<file path="config.mk">
export PLATFORM = sky130hd
export DESIGN_NAME = stepper_onehot_param
export DESIGN_NICKNAME = d
export VERILOG_FILES = /design/src/rtl/stepper_onehot_param.sv
export SDC_FILE = /design/constraint.sdc
export NUM_CORES = 1
export LEC_CHECK = 0
export ABC_AREA = 1
export CORE_MARGIN = 2
export CORE_UTILIZATION = 40
export DETAILED_ROUTE_END_ITERATION = 16
export GPL_TIMING_DRIVEN = 0
export PLACE_DENSITY = 0.85
export SLEW_MARGIN = 20
export SYNTH_ARGS = -nofsm -noshare
export SYNTH_HDL_FRONTEND = slang
export SYNTH_SLANG_ARGS = --single-unit
</file>
<file path="constraint.sdc">
create_clock -name i_clk -period 2.1 [get_ports i_clk]
set_input_delay 0.42 -clock i_clk [delete_from_list [all_inputs] [get_ports i_clk]]
set_output_delay 0.42 -clock i_clk [all_outputs]
set_load 0.02 [all_outputs]
</file>
<file path="src/rtl/stepper_onehot_param.sv">
// ---------------------------------------------------------------------------
// stepper_onehot_param
//
// Purpose:
//   N-position circular step sequencer with a one-hot decoded output. A
//   programmable prescaler sets the advance rate. Direction is selectable
//   (up/down). The position can be loaded directly. Two modes are offered:
//   free-running, and one-shot, which runs a single revolution and stops.
//
// Parameters:
//   N      number of positions / width of the one-hot output (N >= 2)
//   DIV_W  width of the prescaler divisor (DIV_W >= 1)
//   PW     derived position width, max(1, clog2(N))
//
// Ports:
//   i_clk       rising-edge clock
//   i_rst       synchronous active-high reset
//   i_en        advance enable; low freezes both prescaler and position
//   i_dir       0 = count up, 1 = count down
//   i_oneshot   0 = free-running, 1 = single-revolution mode
//   i_start     one-shot launch request, sampled every cycle
//   i_load      synchronous position load (wins over an advance)
//   i_load_pos  load value, clamped to N-1
//   i_div       prescaler divisor: one advance every i_div+1 enabled cycles
//   o_step      one-hot decode of the position register
//   o_pos       current position, 0..N-1
//   o_wrap      one-cycle pulse after an advance that wraps N-1 <-> 0
//   o_busy      sequencer is actively advancing
// ---------------------------------------------------------------------------
module stepper_onehot_param #(
  parameter int N     = 29,
  parameter int DIV_W = 8,
  localparam int PW   = (N > 2) ? $clog2(N) : 1
) (
  input  logic             i_clk,
  input  logic             i_rst,
  input  logic             i_en,
  input  logic             i_dir,
  input  logic             i_oneshot,
  input  logic             i_start,
  input  logic             i_load,
  input  logic [PW-1:0]    i_load_pos,
  input  logic [DIV_W-1:0] i_div,
  output logic [N-1:0]     o_step,
  output logic [PW-1:0]    o_pos,
  output logic             o_wrap,
  output logic             o_busy
);

  typedef enum logic {
    S_IDLE,
    S_RUN
  } state_t;

  localparam logic [PW-1:0] LAST_POS = PW'(N - 1);
  localparam logic [N-1:0]  STEP_ONE = {{(N-1){1'b0}}, 1'b1};

  state_t           r_state;
  state_t           w_stateNext;
  logic [PW-1:0]    r_pos;
  logic [DIV_W-1:0] r_pc;
  logic             r_wrap;

  logic             w_allow;
  logic             w_tick;
  logic             w_crossing;
  logic [PW-1:0]    w_posNext;
  logic [PW-1:0]    w_loadPos;

  // Advance qualification and next-position arithmetic.
  // Free-running mode may advance in any state. One-shot mode advances only
  // while in RUN. w_crossing marks the single step of a revolution that
  // wraps between the last position and zero. Only that step raises wrap
  // and ends a one-shot.
  always_comb begin
    w_allow    = !i_oneshot || (r_state == S_RUN);
    w_tick     = i_en && w_allow && (r_pc >= i_div);
    w_crossing = i_dir ? (r_pos == '0) : (r_pos == LAST_POS);
    w_posNext  = r_pos;
    if (i_dir) begin
      w_posNext = w_crossing ? LAST_POS : (r_pos - PW'(1));
    end else begin
      w_posNext = w_crossing ? '0 : (r_pos + PW'(1));
    end
    w_loadPos = (i_load_pos > LAST_POS) ? LAST_POS : i_load_pos;
  end

  // Next-state logic and busy output.
  // Dropping oneshot always sends the FSM back to IDLE, even mid-run.
  // A load discards any coincident tick. The wrapping advance is therefore
  // the only event that ends a one-shot.
  always_comb begin
    w_stateNext = r_state;
    if (!i_oneshot) begin
      w_stateNext = S_IDLE;
    end else begin
      case (r_state)
        S_IDLE:  if (i_start) w_stateNext = S_RUN;
        S_RUN:   if (!i_load && w_tick && w_crossing) w_stateNext = S_IDLE;
        default: w_stateNext = S_IDLE;
      endcase
    end
    o_busy = i_oneshot ? (r_state == S_RUN) : i_en;
  end

  // State register.
  always_ff @(posedge i_clk) begin
    if (i_rst) begin
      r_state <= S_IDLE;
    end else begin
      r_state <= w_stateNext;
    end
  end

  // Prescaler, position and wrap registers.
  // Priority is reset, then load, then advance. The prescaler restarts from
  // zero on every tick and on every load. Because the comparison is ">=",
  // lowering the divisor below the current count ticks on the next edge.
  always_ff @(posedge i_clk) begin
    if (i_rst) begin
      r_pos  <= '0;
      r_pc   <= '0;
      r_wrap <= 1'b0;
    end else begin
      r_wrap <= 1'b0;
      if (i_load) begin
        r_pos <= w_loadPos;
        r_pc  <= '0;
      end else if (i_en && w_allow) begin
        if (w_tick) begin
          r_pc   <= '0;
          r_pos  <= w_posNext;
          r_wrap <= w_crossing;
        end else begin
          r_pc <= r_pc + DIV_W'(1);
        end
      end
    end
  end

  // Outputs come straight from the registers. The one-hot step output is a
  // pure decode of the position register, so it adds no latency.
  always_comb begin
    o_pos  = r_pos;
    o_wrap = r_wrap;
    o_step = STEP_ONE << r_pos;
  end

endmodule
</file>
==> impl_results.md <==
- Hold path depth: 2
- Status: complete, no violations
- Pins Over Slew Limit: 0
- Sequential cell area: 307 sq um
- YS warnings: 0
- Worst hold slack: 0.485 ns
- Most frequent cells in the layout: nand2_1 (58), nor2_1 (26), clkdlybuf4s50_1 (25), inv_1 (24), nand3_1 (20)
- Worst min-delay path class: reg -> reg
- Worst skew pair latency: 0.28 ns
- Critical path data arrival time: 1.57 ns
- DR DRC count: 0
- Worst r2r dst: r_pc[5]
- Largest area contributor in the netlist: dfxtp_1
- Commonest non-fill, non-tap cell in the layout: nand2_1
- ANT cells: 0
- Post-DP Area: 2040 sq um
- Post-synth EDFFs: 0
- Drt first pass iters: 6
- Setup repair after global routing missed its margin: no
- Core Region: 3390 sq um
- Reg2reg path depth: 11
- Leakage power: 1.02 nW
- Pwr Total: 0.741 mW
- Crit-path leading delay family: buffers and inverters
- Iteration-0 DRC Markers: 80
- Layout Skew: 0.00495 ns
- Clk sink count: 15
- Total of max-cap violations: 0
- Total track usage: 17.4%
- Die H: 63.8 um
- Yosys top cell area share: 21.0%
- Design area: 2040 sq um
- Grt total ovfl: 0
- Final hold vios: 0
- Mean Syn Cell Area: 6.40 sq um
- Worst path bufs/invs: 4
- Max Fclk: 503 MHz
- Startpoint types: flip-flop
- Hold EP: r_pc[7]
- Post-synthesis sequential area ratio: 21.0%
- Die Span X: 63.8 um
- Antenna violations before repair: 0
- Top Ports: 56
- CP dominant cell by count: inv_1
- Num CTS Buffers: 3
- WP data required: 1.68 ns
- Setup crit end kind: output pin
- Area taken by multi-input logic gates: 983 sq um
- Crit-path slowest cell: dfxtp_4
- Area delta synth->final: 42.1%
- Clock root cell: clkbuf_4
- CP max stage delay: 0.39 ns
- H-Tree Level Count: 1
- Fillers: 305
- Antenna-violating nets left: 0
- Worst flop-to-flop path startpoint: r_pc[0]
- Power density over the cells: 364 nW/um^2
- Slew Limit Headroom: 70.8%
- Netlist cell types: 33
- Post-Layout Cell Count: 331
- Final WS setup: 0.112 ns
- DP HPWL: 2780 um
- Worst slew pin tran: 0.438 ns
- Final critical-path share of the clock period: 94.7%
- Setup CP Type: reg -> out
- FF-to-FF setup slack: 0.42 ns
- Syn nets: 260
- TNS Setup: 0 ns
- Min-delay src: r_pc[7]
- Clk buf depth: 2
- Vias: 1589
- Effective utilization at floorplan: 42.3%
- Post-Syn Area: 1430 sq um
- Largest net degree at the start of global routing: 11
- First-pass GRT wire length: 5980 um
- Layout cell share with drive strength beyond 1: 17.2%
- Layout Nets: 322
- Critical path cell sequence: buf_6 -> inv_1 -> ha_1 -> inv_1 -> nor2_1 -> dlygate4sd2_1
- Final wirelength: 3370 um
- Fin crit period: 1.99 ns
- Reg clk slew, reported paths: 0.08 ns
- RePlAce Congestion: 0.845
- Ys async rst share: 0%
- WL per Instance: 10.2 um
- Synthesized netlist cell count: 224
- Cells after DPL: 325
- IO Port Bufs: 55
- Synth Flop Type: dfxtp_1
- Die ar.: 4080 sq um
- Via-per-instance ratio: 4.80
- Max IR drop VDD: 0.000311 V
- Final core occ: 60.1%
- Vias in the first global route: 1473
- CP Max Fanout: 10
- Synthesis-stage register bit count: 15
- CTS tree: done
- # setup viols final: 0
- Pre-CTS setup slack: -0.153 ns
- Row count: 21
- Dominant cells by area after synthesis: dfxtp_1 (21%), nand2_1 (15%), ha_1 (14%)
-- worst min-delay path: cells and delay by family, from the launching register on --
family           cells  cell delay, ns
AO/OA/AOI/OAI        1            0.05
flip-flops           1            0.33
AND/OR/NAND/NOR      1            0.06
-- cell type report --
class / instances / share of cell area (%)
Inverter: 30 / 5.65
Tap cell: 46 / 2.83
Timing Repair Buffer: 57 / 24.5
Buffer: 6 / 2.34
Multi-Input combinational cell: 173 / 48.3
Clock inverter: 1 / 0.246
Clock buffer: 3 / 1.11
Sequential cell: 15 / 15.1
-- metal layers --
layer / GRT usage (%) / vias up / wire (um)
met5: 0 / - / 0
met4: 6.52 / 0 / 76
met3: 2.82 / 10 / 200
met2: 32.2 / 48 / 1690
met1: 19.8 / 690 / 1410
li1: - / 841 / -
-- repair_timing --
action	CTS	global route
pin swaps	0	1
setup endpoints to repair	30	14
hold buffers	0	0
setup buffers	0	2
gates resized for setup	41	28
-- logic make-up after synthesis --
group	Yosys count	share of synthesized area, %
flops	15	21.0
xor+xnor	5	3.06
simple gates	131	41.5
compound gates	21	9.43
buf+inv	36	11.1
fa+ha+maj	16	14.0
-- cells in the mapped netlist (2+ instances only) --
cell type	instances
nand2_1	59
nor2_1	26
inv_1	25
nand3_1	20
ha_1	16
dfxtp_1	15
a21oi_1	11
nor3_1	11
nor2_2	5
inv_2	3
nand3_2	3
xor2_1	3
a21oi_2	2
buf_2	2
buf_6	2
nand2_2	2
o21ai_1	2
xnor2_1	2
-- worst max path at each step --
stage / start / end / slack, ns / depth (start not counted)
global route: o_pos[0] / o_step[18] / 0.004 / 5
detailed placement: i_oneshot / o_busy / -0.15 / 5
finish: o_pos[2] / o_step[27] / 0.11 / 6
floorplan: o_pos[1] / o_step[19] / 0.24 / 4
CTS: o_pos[2] / o_step[19] / 0.02 / 6
global placement: i_oneshot / o_busy / -0.13 / 5
-- report_power, final --
part           switching [mW]  total, mW  internal [mW]
combinational           0.156      0.276          0.120
sequential             0.0114      0.304          0.293
clock                  0.0899      0.161         0.0707
total                   0.258      0.741          0.483
-- flip-flops by register name, indices dropped and copies added (netlist names) --
signal / flops
o_wrap: 1
r_pc: 8
o_pos: 5
r_state: 1
No activity file was read; power rests on OpenSTA's default activity.
==> edit, RTL diff (same settings) <==
Change the parameter `N` from 29 to 58.
--- a/src/rtl/stepper_onehot_param.sv
+++ b/src/rtl/stepper_onehot_param.sv
@@ -28,7 +28,7 @@
 //   o_busy      sequencer is actively advancing
 // ---------------------------------------------------------------------------
 module stepper_onehot_param #(
-  parameter int N     = 29,
+  parameter int N     = 58,
   parameter int DIV_W = 8,
   localparam int PW   = (N > 2) ? $clog2(N) : 1
 ) (
Interface: changed (resized i_load_pos, o_pos and o_step); port bits go from 56 to 87. The function was not compared with the original's and may differ.
==> edit against the unedited design <==
  * Die area grew 18%
  * Non-clock buffer count up 30
  * Total power is 28% higher
  * Count of clock-buffer cells in the layout rose by 1
  * Wire length grew 53%
  * Sequential cell count is 1 higher
  * Cell area rose by 28%
  * Critical path depth fell by 1
  * Sequential share of layout area shrank 2.3 points
  * Area after synthesis up 19%
  * Sequential power increased by 9.5%
  * Final cell count rose by 28%
  * First-iteration DRC count grew 36%
  * Worst setup slack worse by 0.027 ns
  * Critical path type is now input pin to primary output
  * Largest cell class unchanged
  * Highest routed layer unchanged
==> edit: results <==
export IMPL_status="complete, no violations"
export IMPL_use_met1=0.250
export IMPL_final_nets=413
export IMPL_synth_compound_area_share=0.0878
export IMPL_drt_iter0_markers=109
export IMPL_grt_pass1_vias=2001
export IMPL_skew_ns=0.000613
export IMPL_wl_met2_um=2520
export IMPL_clk_pin_slew_ns=0.06
export IMPL_crit_start="i_oneshot"
export IMPL_gp_congestion=0.878
export IMPL_yosysSeqAreaShare=0.187
export IMPL_synth_fp_nets=323
export IMPL_start_kind="input pin"
export IMPL_ys_top_cells_by_area="dfxtp_1 (19%), nor2_1 (18%), nand2_1 (14%)"
export IMPL_routedWlPerCell_um=12.1
export IMPL_use_met3=0.0334
export IMPL_hpwl_um=4170
export IMPL_drive_gt1_frac=0.227
export IMPL_r2r_end="r_state"
export IMPL_synthAdderAreaFrac=0.124
export IMPL_wl_met3_um=350
export IMPL_drt_met1_wl_um=2120
export IMPL_dr_pass1_iters=4
export IMPL_synth_xor_area_share=0.0256
export IMPL_arrival_ns=1.59
export IMPL_worstSkewPairLatency_ns=0.25
export IMPL_slew_limit_headroom=0.804
export IMPL_synth_cell_types=30
export IMPL_viasPerCell=4.97
export IMPL_gr_usage_met2=0.377
export IMPL_synth_common_cells="nor2_1 (82), nand2_1 (66), inv_1 (21)"
==> edit: final cells by class <==
cell class                      instances  area [um^2]  area share
Buffer                                  8         71.3      0.0274
Clock buffer                            4         55.1      0.0212
Inverter                               28          108      0.0414
Multi-Input combinational cell        233         1260       0.484
Sequential cell                        16          332       0.128
Tap cell                               50         62.6      0.0241
Timing Repair Buffer                   85          714       0.275
==> edit: worst max-delay path, cell delays in order <==
cell and delay, ns:
clkdlybuf4s50_1 0.51, inv_2 0.06, o21ai_4 0.23, nand2_1 0.08
clkdlybuf4s15_1 0.29
==> edit: per-stage QoR <==
stage	util	worst slack [ns]	power, mW	hold slack, ns	cells
floorplan	-	0.311	0.542	0.470	285
global placement	0.644	-0.156	0.666	0.486	419
detailed placement	0.644	-0.200	0.672	0.495	419
CTS	0.657	-0.00865	0.955	0.505	423
global route	0.641	-0.00301	1.01	0.531	424
finish	0.641	0.0851	0.950	0.502	424
==> edit: report_power, final <==
| group | total, mW | internal (mW) | switching [mW] |
|---|---|---|---|
| logic | 0.339 | 0.139 | 0.200 |
| registers | 0.333 | 0.314 | 0.0191 |
| clock network | 0.278 | 0.167 | 0.111 |
==> edit: timing repair <==
item	in CTS	in global routing
endpoints found under the setup margin	59	49
pin swaps	0	1
resized for setup	116	57
setup buffers	0	1
==> edit: worst min path at each step <==
stage / startpoint / slack (ns) / end / depth (start not counted)
finish: r_pc[1] / 0.50 / r_pc[1] / 2
global route: r_pc[1] / 0.53 / r_pc[1] / 2
detailed placement: r_pc[1] / 0.50 / r_pc[1] / 2
floorplan: r_pc[0] / 0.47 / r_pc[0] / 2
global placement: r_pc[0] / 0.49 / r_pc[0] / 2
CTS: r_pc[1] / 0.51 / r_pc[1] / 2
